==> config.mk <==
export PLATFORM = sky130hd
export DESIGN_NAME = hyperbus_rwds_latency_driver
export DESIGN_NICKNAME = d
export VERILOG_FILES = /design/src/rtl/hyperbus_pkg.sv /design/src/rtl/hyperbus_lat_counter.sv /design/src/rtl/hyperbus_rwds_latency_driver.sv
export SDC_FILE = /design/constraint.sdc
export NUM_CORES = 1
export LEC_CHECK = 0
export CAP_MARGIN = 20
export CORE_MARGIN = 3
export CORE_UTILIZATION = 30
export CTS_BUF_LIST = sky130_fd_sc_hd__clkbuf_16
export DETAILED_ROUTE_END_ITERATION = 6
export SLEW_MARGIN = 40
export SYNTH_ARGS = -nofsm -noshare
export SYNTH_HDL_FRONTEND = slang
export SYNTH_HIERARCHICAL = 1
export SYNTH_SLANG_ARGS = --single-unit
==> constraint.sdc <==
create_clock -name clk_i -period 3.35 [get_ports clk_i]
set_clock_uncertainty 0.2 [all_clocks]
set_input_delay 0.335 -clock clk_i [delete_from_list [all_inputs] [get_ports clk_i]]
set_output_delay 0.335 -clock clk_i [all_outputs]
set_load 0.005 [all_outputs]
==> src/rtl/hyperbus_pkg.sv <==
// Shared types and constants for the HyperBus RWDS latency logic.
package hyperbus_pkg;

    typedef enum logic [2:0] {
        ST_IDLE    = 3'd0,
        ST_CA      = 3'd1,
        ST_LATENCY = 3'd2,
        ST_DATA_RD = 3'd3,
        ST_DATA_WR = 3'd4
    } hyperbus_rwds_lat_state_e;

    localparam int CaRwBit            = 47;
    localparam int CaAsBit            = 46;
    localparam int NumCaCyclesDefault = 3;

endpackage

==> src/rtl/hyperbus_lat_counter.sv <==
// Loadable down-counter that saturates at zero and flags a count of one.
module hyperbus_lat_counter #(
    parameter int Width = 5
) (
    input  logic             i_clk,
    input  logic             i_rst,
    input  logic             i_clr,
    input  logic             i_load,
    input  logic [Width-1:0] i_load_val,
    input  logic             i_dec,
    output logic             o_one
);

    logic [Width-1:0] r_cnt;

    always_ff @(posedge i_clk or posedge i_rst) begin
        if (i_rst) begin
            r_cnt <= '0;
        end else if (i_clr) begin
            r_cnt <= '0;
        end else if (i_load) begin
            r_cnt <= i_load_val;
        end else if (i_dec && (r_cnt != '0)) begin
            r_cnt <= r_cnt - 1'b1;
        end
    end

    assign o_one = (r_cnt == Width'(1));

endmodule

==> src/rtl/hyperbus_rwds_latency_driver.sv <==
// Responder-side RWDS latency driver: CA capture, 1x/2x latency indication, data-phase enables.
// Optional macro HYPERBUS_REG_ZERO_LAT_EN: register-space writes bypass the initial latency.
module hyperbus_rwds_latency_driver
    import hyperbus_pkg::*;
#(
    parameter int NumCaCycles = NumCaCyclesDefault,
    parameter int LatCntWidth = 5
) (
    input  logic                     clk_i,
    input  logic                     rst_i,
    input  logic                     hyper_cs_ni,
    input  logic [15:0]              ca_word_i,
    input  logic [3:0]               cfg_latency_i,
    input  logic                     cfg_fixed_latency_i,
    input  logic                     refresh_collision_i,
    output logic                     rwds_o,
    output logic                     rwds_oe_o,
    output logic [16*NumCaCycles-1:0] ca_o,
    output logic                     ca_valid_o,
    output logic                     data_rd_en_o,
    output logic                     data_wr_en_o,
    output logic                     busy_o
);

    localparam int CaW    = 16 * NumCaCycles;
    localparam int CaCntW = $clog2(NumCaCycles + 1);

    hyperbus_rwds_lat_state_e r_state, w_state_next;

    logic [CaW-1:0]         r_ca;
    logic [CaCntW-1:0]      r_ca_cnt;
    logic                   r_lat2x;
    logic                   r_ca_valid;
    logic                   w_lat2x_now;
    logic                   w_ca_last;
    logic                   w_lat_one;
    logic [LatCntWidth-1:0] w_lat_base;
    logic [LatCntWidth-1:0] w_lat_load;

    assign w_lat2x_now = cfg_fixed_latency_i | refresh_collision_i;
    assign w_ca_last   = (r_state == ST_CA) && (r_ca_cnt == CaCntW'(NumCaCycles - 1));
    assign w_lat_base  = (cfg_latency_i == 4'd0) ? LatCntWidth'(1) : LatCntWidth'(cfg_latency_i);

`ifdef HYPERBUS_REG_ZERO_LAT_EN
    // Register writes get a single-cycle count so DATA_WR follows ca_valid directly.
    assign w_lat_load = (!r_ca[CaRwBit] && r_ca[CaAsBit]) ? LatCntWidth'(1)
                                                          : (w_lat_base << r_lat2x);
`else
    assign w_lat_load = w_lat_base << r_lat2x;
`endif

    hyperbus_lat_counter #(
        .Width (LatCntWidth)
    ) u_lat_counter (
        .i_clk      (clk_i),
        .i_rst      (rst_i),
        .i_clr      (hyper_cs_ni),
        .i_load     (w_ca_last && !hyper_cs_ni),
        .i_load_val (w_lat_load),
        .i_dec      (r_state == ST_LATENCY),
        .o_one      (w_lat_one)
    );

    always_comb begin
        w_state_next = r_state;
        case (r_state)
            ST_IDLE: begin
                if (!hyper_cs_ni) w_state_next = ST_CA;
            end
            ST_CA: begin
                if (hyper_cs_ni)    w_state_next = ST_IDLE;
                else if (w_ca_last) w_state_next = ST_LATENCY;
            end
            ST_LATENCY: begin
                if (hyper_cs_ni)    w_state_next = ST_IDLE;
                else if (w_lat_one) w_state_next = r_ca[CaRwBit] ? ST_DATA_RD : ST_DATA_WR;
            end
            ST_DATA_RD, ST_DATA_WR: begin
                if (hyper_cs_ni) w_state_next = ST_IDLE;
            end
            default: w_state_next = ST_IDLE;
        endcase
    end

    always_ff @(posedge clk_i or posedge rst_i) begin
        if (rst_i) begin
            r_state    <= ST_IDLE;
            r_ca       <= '0;
            r_ca_cnt   <= '0;
            r_lat2x    <= 1'b0;
            r_ca_valid <= 1'b0;
        end else begin
            r_state    <= w_state_next;
            r_ca_valid <= 1'b0;
            if (r_state == ST_IDLE) begin
                if (!hyper_cs_ni) begin
                    r_ca[CaW-1 -: 16] <= ca_word_i;
                    r_lat2x           <= w_lat2x_now;
                    r_ca_cnt          <= CaCntW'(1);
                end
            end else if (hyper_cs_ni) begin
                r_ca_cnt <= '0;
            end else if (r_state == ST_CA) begin
                // r_ca_cnt is the index of the word arriving this cycle, MSW first
                for (int k = 1; k < NumCaCycles; k++) begin
                    if (r_ca_cnt == CaCntW'(k)) r_ca[16*(NumCaCycles-1-k) +: 16] <= ca_word_i;
                end
                if (w_ca_last) begin
                    r_ca_valid <= 1'b1;
                    r_ca_cnt   <= '0;
                end else begin
                    r_ca_cnt <= r_ca_cnt + 1'b1;
                end
            end
        end
    end

    // The first CA word arrives while still in IDLE, so RWDS is driven then too.
    assign rwds_oe_o = !rst_i && !hyper_cs_ni &&
                       ((r_state == ST_IDLE) || (r_state == ST_CA) || (r_state == ST_DATA_RD));
    assign rwds_o    = rwds_oe_o && (((r_state == ST_IDLE) && w_lat2x_now) ||
                                     ((r_state == ST_CA) && r_lat2x));

    assign ca_o         = r_ca;
    assign ca_valid_o   = r_ca_valid;
    assign data_rd_en_o = (r_state == ST_DATA_RD);
    assign data_wr_en_o = (r_state == ST_DATA_WR);
    assign busy_o       = (r_state != ST_IDLE);

endmodule

# Yosys cells after proc, flatten, opt, wreduce, memory -nomap -nowiden
# Index checks and enable logic that the tools add are counted.
# totals
out_inout_bits	54
ff_bits	60
in_bits	25
elab_cells	71
# op_classes
eq_ne	11
addsub	2
n_mux	21
n_shift	1
bitwise	3
n_reduce_logical	25
# op_table
operator	n
$mux W3	7
$mux W5	3
$pmux W3 S4	1
$reduce_and A4 Y1	3
$mux W2	5
$reduce_bool A3 Y1	3
$logic_and A1 B1 Y1	8
$eq A3 B2 Y1 const B	2
$ne A3 B3 Y1 const B	2
$eq A5 B1 Y1 const B	1
$reduce_bool A5 Y1	1
$shl A4 B1 Y5	1
$sub A5 B1 Y5 const B	1
$logic_not A4 Y1	1
$mux W1	4
$mux W4	1
$ne A2 B2 Y1 const B	2
$reduce_and A2 Y1	2
$eq A3 B1 Y1 const B	1
$eq A3 B3 Y1 const B	1
$logic_not A3 Y1	1
$logic_or A1 B1 Y1	3
$add A2 B1 Y2 const B	1
$eq A2 B1 Y1 const B	1
5 further kinds	7

# Logic depth before layout (Yosys ltp)
# logic_depth
depth_word	6
depth_mapped	9

# Cells and area by module
# Netlist, hierarchy kept.
# by_module_without_submodules
module	seq_area_each_um2	area_each_um2	n_inst	cells_per_inst
hyperbus_rwds_latency_driver	1376.3	2321.0	1	164
hyperbus_lat_counter	125.1	367.9	1	40

# Worst setup path before layout
# OpenSTA, ideal clock, no wires.
# synth_timing
path_type	flip-flop to flip-flop
from	reg r_state[2]
to	reg u_lat_counter.r_cnt[1]
synth_period_minus_slack_ns	2.482
path_slack_ns	0.868
t_arrival_ns	2.155
setup_ns	0.127
stages_incl_launch_ff	9
path_buffers	3
cell_sequence	dfrtp_1 > nand2b_1 > or4_1 > buf_4 > buf_6 > inv_1 > clkbuf_1 > nor3_1 > a311o_2
# synth_between
elab_chain_len	5
elab_cells_between_ends	8
# synth_rtl
element	line_no	rtl
start, declared	hyperbus_rwds_latency_driver.sv:28	hyperbus_rwds_lat_state_e r_state, w_state_next;
start signal, assigned	hyperbus_rwds_latency_driver.sv:93	r_state <= w_state_next;
$eq A3 B1 Y1	hyperbus_rwds_latency_driver.sv:41	assign w_ca_last = (r_state == ST_CA) && (r_ca_cnt == CaCntW'(NumCaCycles - 1));
$logic_and A1 B1 Y1	hyperbus_rwds_latency_driver.sv:41	
$logic_and A1 B1 Y1	hyperbus_rwds_latency_driver.sv:58	.i_load (w_ca_last && !hyper_cs_ni),
$mux W5	hyperbus_lat_counter.sv:21	end else if (i_load) begin
$mux W5	hyperbus_lat_counter.sv:19	end else if (i_clr) begin
end signal, assigned	hyperbus_lat_counter.sv:22	r_cnt <= i_load_val;
end signal, assigned	hyperbus_lat_counter.sv:24	r_cnt <= r_cnt - 1'b1;
end, declared	hyperbus_lat_counter.sv:14	logic [Width-1:0] r_cnt;
# Parallel ways exist; a longest one is shown, timed or not.
# A chain may end at the register's enable or synchronous reset.

# Worst setup path in the final report
# layout_timing
from	in hyper_cs_ni
to	out rwds_oe_o
# layout_between
elab_chain_len	3
# layout_rtl
element	line_no	rtl
start, declared	hyperbus_rwds_latency_driver.sv:11	input logic hyper_cs_ni,
$logic_not A1 Y1	hyperbus_rwds_latency_driver.sv:119	assign rwds_oe_o = !rst_i && !hyper_cs_ni &&
$logic_and A1 B1 Y1 (2 in series)	hyperbus_rwds_latency_driver.sv:119	
end, declared	hyperbus_rwds_latency_driver.sv:17	output logic rwds_oe_o,
# Every way passes these cells.

==> reports/metrics.csv <==
stage;metric;value;unit
status;run_status;complete, no violations;
yosys;ys_ff_latch;60;
yosys;syn_nets;231;
sta;rsz0062_at_grt;no;
yosys;yosys_warnings;6;
yosys;netlist_area;2690;um^2
cts;cts_resized;0;
critical_path;critical_path_arrival;1.98;ns
cts;cts_hold_buf;0;
sta;setup_violations;0;
yosys;syn_inst;204;
critical_path;crit_chain;clkdlybuf4s50_1 > buf_4 > nor2_1 > o21ai_0 > nor2_1 > clkdlybuf4s50_1;
critical_path;max_stage_delay;0.55;ns
critical_path;endpoint_kind;primary output;
yosys;synth_edf_count;0;
global_routing;antenna_found_initial;0;
critical_path;worst-path-max-fanout;13;
die;dieArea;10100;um^2
layout;num_antenna_cells;0;
drt;drt_iter0_drc;79;
cts;clk_pin_slew_worst_paths;0.05;ns
placed_design;portBuffers;78;
die;row_count;33;
sta;hold_violations;0;
cts;root_buffer;clkbuf_16;
drt;ant_nets;0;
layout;final_util;46.2;%
sta;finalCritPeriodShare;75.2;%
drt;routed_wl;6130;um
die;coreArea;8460;um^2
sta;report.final.slew_viol_count;0;
sta;tightest_slew;0.754;ns
drt;viasPerCell;4.84;
power_and_ir_drop;p_leak;1.67;nW
sta;tns;0;ns
sta;period_needed;2.52;ns
die;die_h;101;um
critical_path;crit_required;2.81;ns
yosys;synth_top_cell_area_share;55.8;%
global_routing;grt_max_degree;22;
placed_design;hpwl;4300;um
yosys;ys_seq_area_share;55.8;%
yosys;synth_flop_cell;dfrtp_1;
yosys;yosysTopAreaCell;dfrtp_1;
critical_path;critPathBufInv;3;
die;pin_count;79;
placed_design;place.gp.congestion;0.794;
flow_run;max-cap-violations;0;
yosys;ys_top_cells_by_area;dfrtp_1 56%, mux2_2 18%, mux2_4 3.9%;
critical_path;startpoint_type;primary input;
min_path;holdCritPathClass;primary input to asynchronous set/reset pin;
critical_path;path_delay_family;buffers and inverters;
cts;cts_sinks;60;
cts;cts_made_buffers;9;
yosys;ys_types;41;
die;initial_core_util;31.8;%
global_routing;grt_pass1_vias;1968;
cts;htreeDepth;3;
yosys;synth.most_common_cell;dfrtp_1;
layout;area_delta_synth_final;45.5;%
yosys;syn_area_per_cell;13.2;um^2
yosys;ys_async_sr_fraction;100;%
drt;drc;0;
power_and_ir_drop;power.density;919;nW/um^2
power_and_ir_drop;peakVddDrop;0.413;mV
cts;cts_buffer_depth;2;
global_routing;overflow;0;
yosys;synthTopCellsByCount;60 x dfrtp_1, 43 x mux2_2, 12 x nor2_1, 10 x inv_1, 7 x mux2_4;
sta;max_slew_margin;49.7;%
critical_path;crit_type;primary input to primary output;
drt;wire_per_inst;15.4;um
global_routing;grt_usage;12.8;%
power_and_ir_drop;design_power_total;3.59;mW
drt;via_count;1923;
critical_path;critPathSlowestCell;clkdlybuf4s50_1;
global_routing;grt_first_pass_wirelength;10100;um
cts;clock_latency;0.32;ns
die;die_w;101;um
cts;postCtsSetupBuffers;0;
cts;cts_tree;yes;
layout;drive_gt1_share;26.7;%
drt;firstDrtPassIters;4;
sta;fmax;0.397;GHz
layout;finalNetCount;314;
[stage by stage]
stage | area (um^2) | worst slack, ns | cells | hold WS, ns
final | 3910 | 0.831 | 397 | 0.108
after global routing | 3910 | 0.695 | 397 | 0.130
after CTS | 3910 | 0.819 | 397 | 0.104
after detailed placement | 3580 | 0.627 | 381 | 0.292
after global placement | 3580 | 0.655 | 381 | 0.286
after floorplan | 2690 | 0.868 | 204 | -0.0865
[worst register-to-register path: cells and delay by family (launching register included)]
family	cells	cell delay [ns]
flops	1	0.51
compound gates	1	0.38
buf+inv	1	0.26
simple gates	3	0.87
[report_power, final]
part | total [mW] | leakage, nW | switching (mW) | internal (mW)
registers | 1.27 | 0.732 | 0.212 | 1.05
clock network | 1.02 | 0.166 | 0.305 | 0.716
logic | 1.31 | 0.772 | 0.395 | 0.912
total | 3.59 | 1.67 | 0.911 | 2.68
[kinds of logic (layout without fill, tap and decap cells)]
kind of cell | after synthesis | after routing | synth area share (%)
AO/OA/AOI/OAI | 21 | 21 | 6.24
adder cells (fa/ha/maj) | 2 | 2 | 0.931
buffers and inverters | 23 | 111 | 4.10
flip-flops | 60 | 60 | 55.8
multiplexers | 50 | 50 | 21.9
AND/OR/NAND/NOR | 48 | 48 | 11.0
[layer usage]
metal,wire [um],up-vias,GRT usage (%)
met4,29,0,3.11
li1,-,900,-
met3,691,4,7.54
met1,2710,949,16.3
met2,2690,70,18.7
met5,0,-,0
[state kept, by name, summed over array words and instances, names as in the netlist]
| register | flops |
|---|---|
| ca_o | 48 |
| u_lat_counter/r_cnt | 5 |
| r_state | 3 |
| r_ca_cnt | 2 |
| ca_valid_o | 1 |
| r_lat2x | 1 |
[cell usage in the layout (no fill, tap or decap), drive strengths merged, types with 5 or more instances in the layout]
cell           Yosys  layout
o21ai              5       5
clkbuf             5       9
mux2              50      50
dfrtp             60      60
a21oi              5       5
nor2              12      12
nor3               6       6
buf                8       7
inv               10      11
clkdlybuf4s50      0      78
[cell type report]
type | instances | area, um^2
fill | 760 | 4550
clock buffer | 9 | 225
sequential | 60 | 1500
timing repair buffer | 85 | 833
inverter | 10 | 37.5
tap | 105 | 131
clock inverter | 7 | 106
multi-input combinational | 121 | 1080
[worst paths after layout]
path / cells after the start / startpoint / slack, ns / to
hold reg to reg: 1 / ca_o[7] / 0.30 / ca_o[7]
max in group asynchronous: 3 / rst_i / 2.14 / r_ca_cnt[1]
min in group clk_i: 1 / ca_o[7] / 0.30 / ca_o[7]
hold / removal: 2 / rst_i / 0.11 / u_lat_counter/r_cnt[2]
setup / recovery: 6 / hyper_cs_ni / 0.83 / rwds_oe_o
setup reg to reg: 5 / r_state[2] / 1.01 / u_lat_counter/r_cnt[1]
Power figures use the tool's default switching activity.
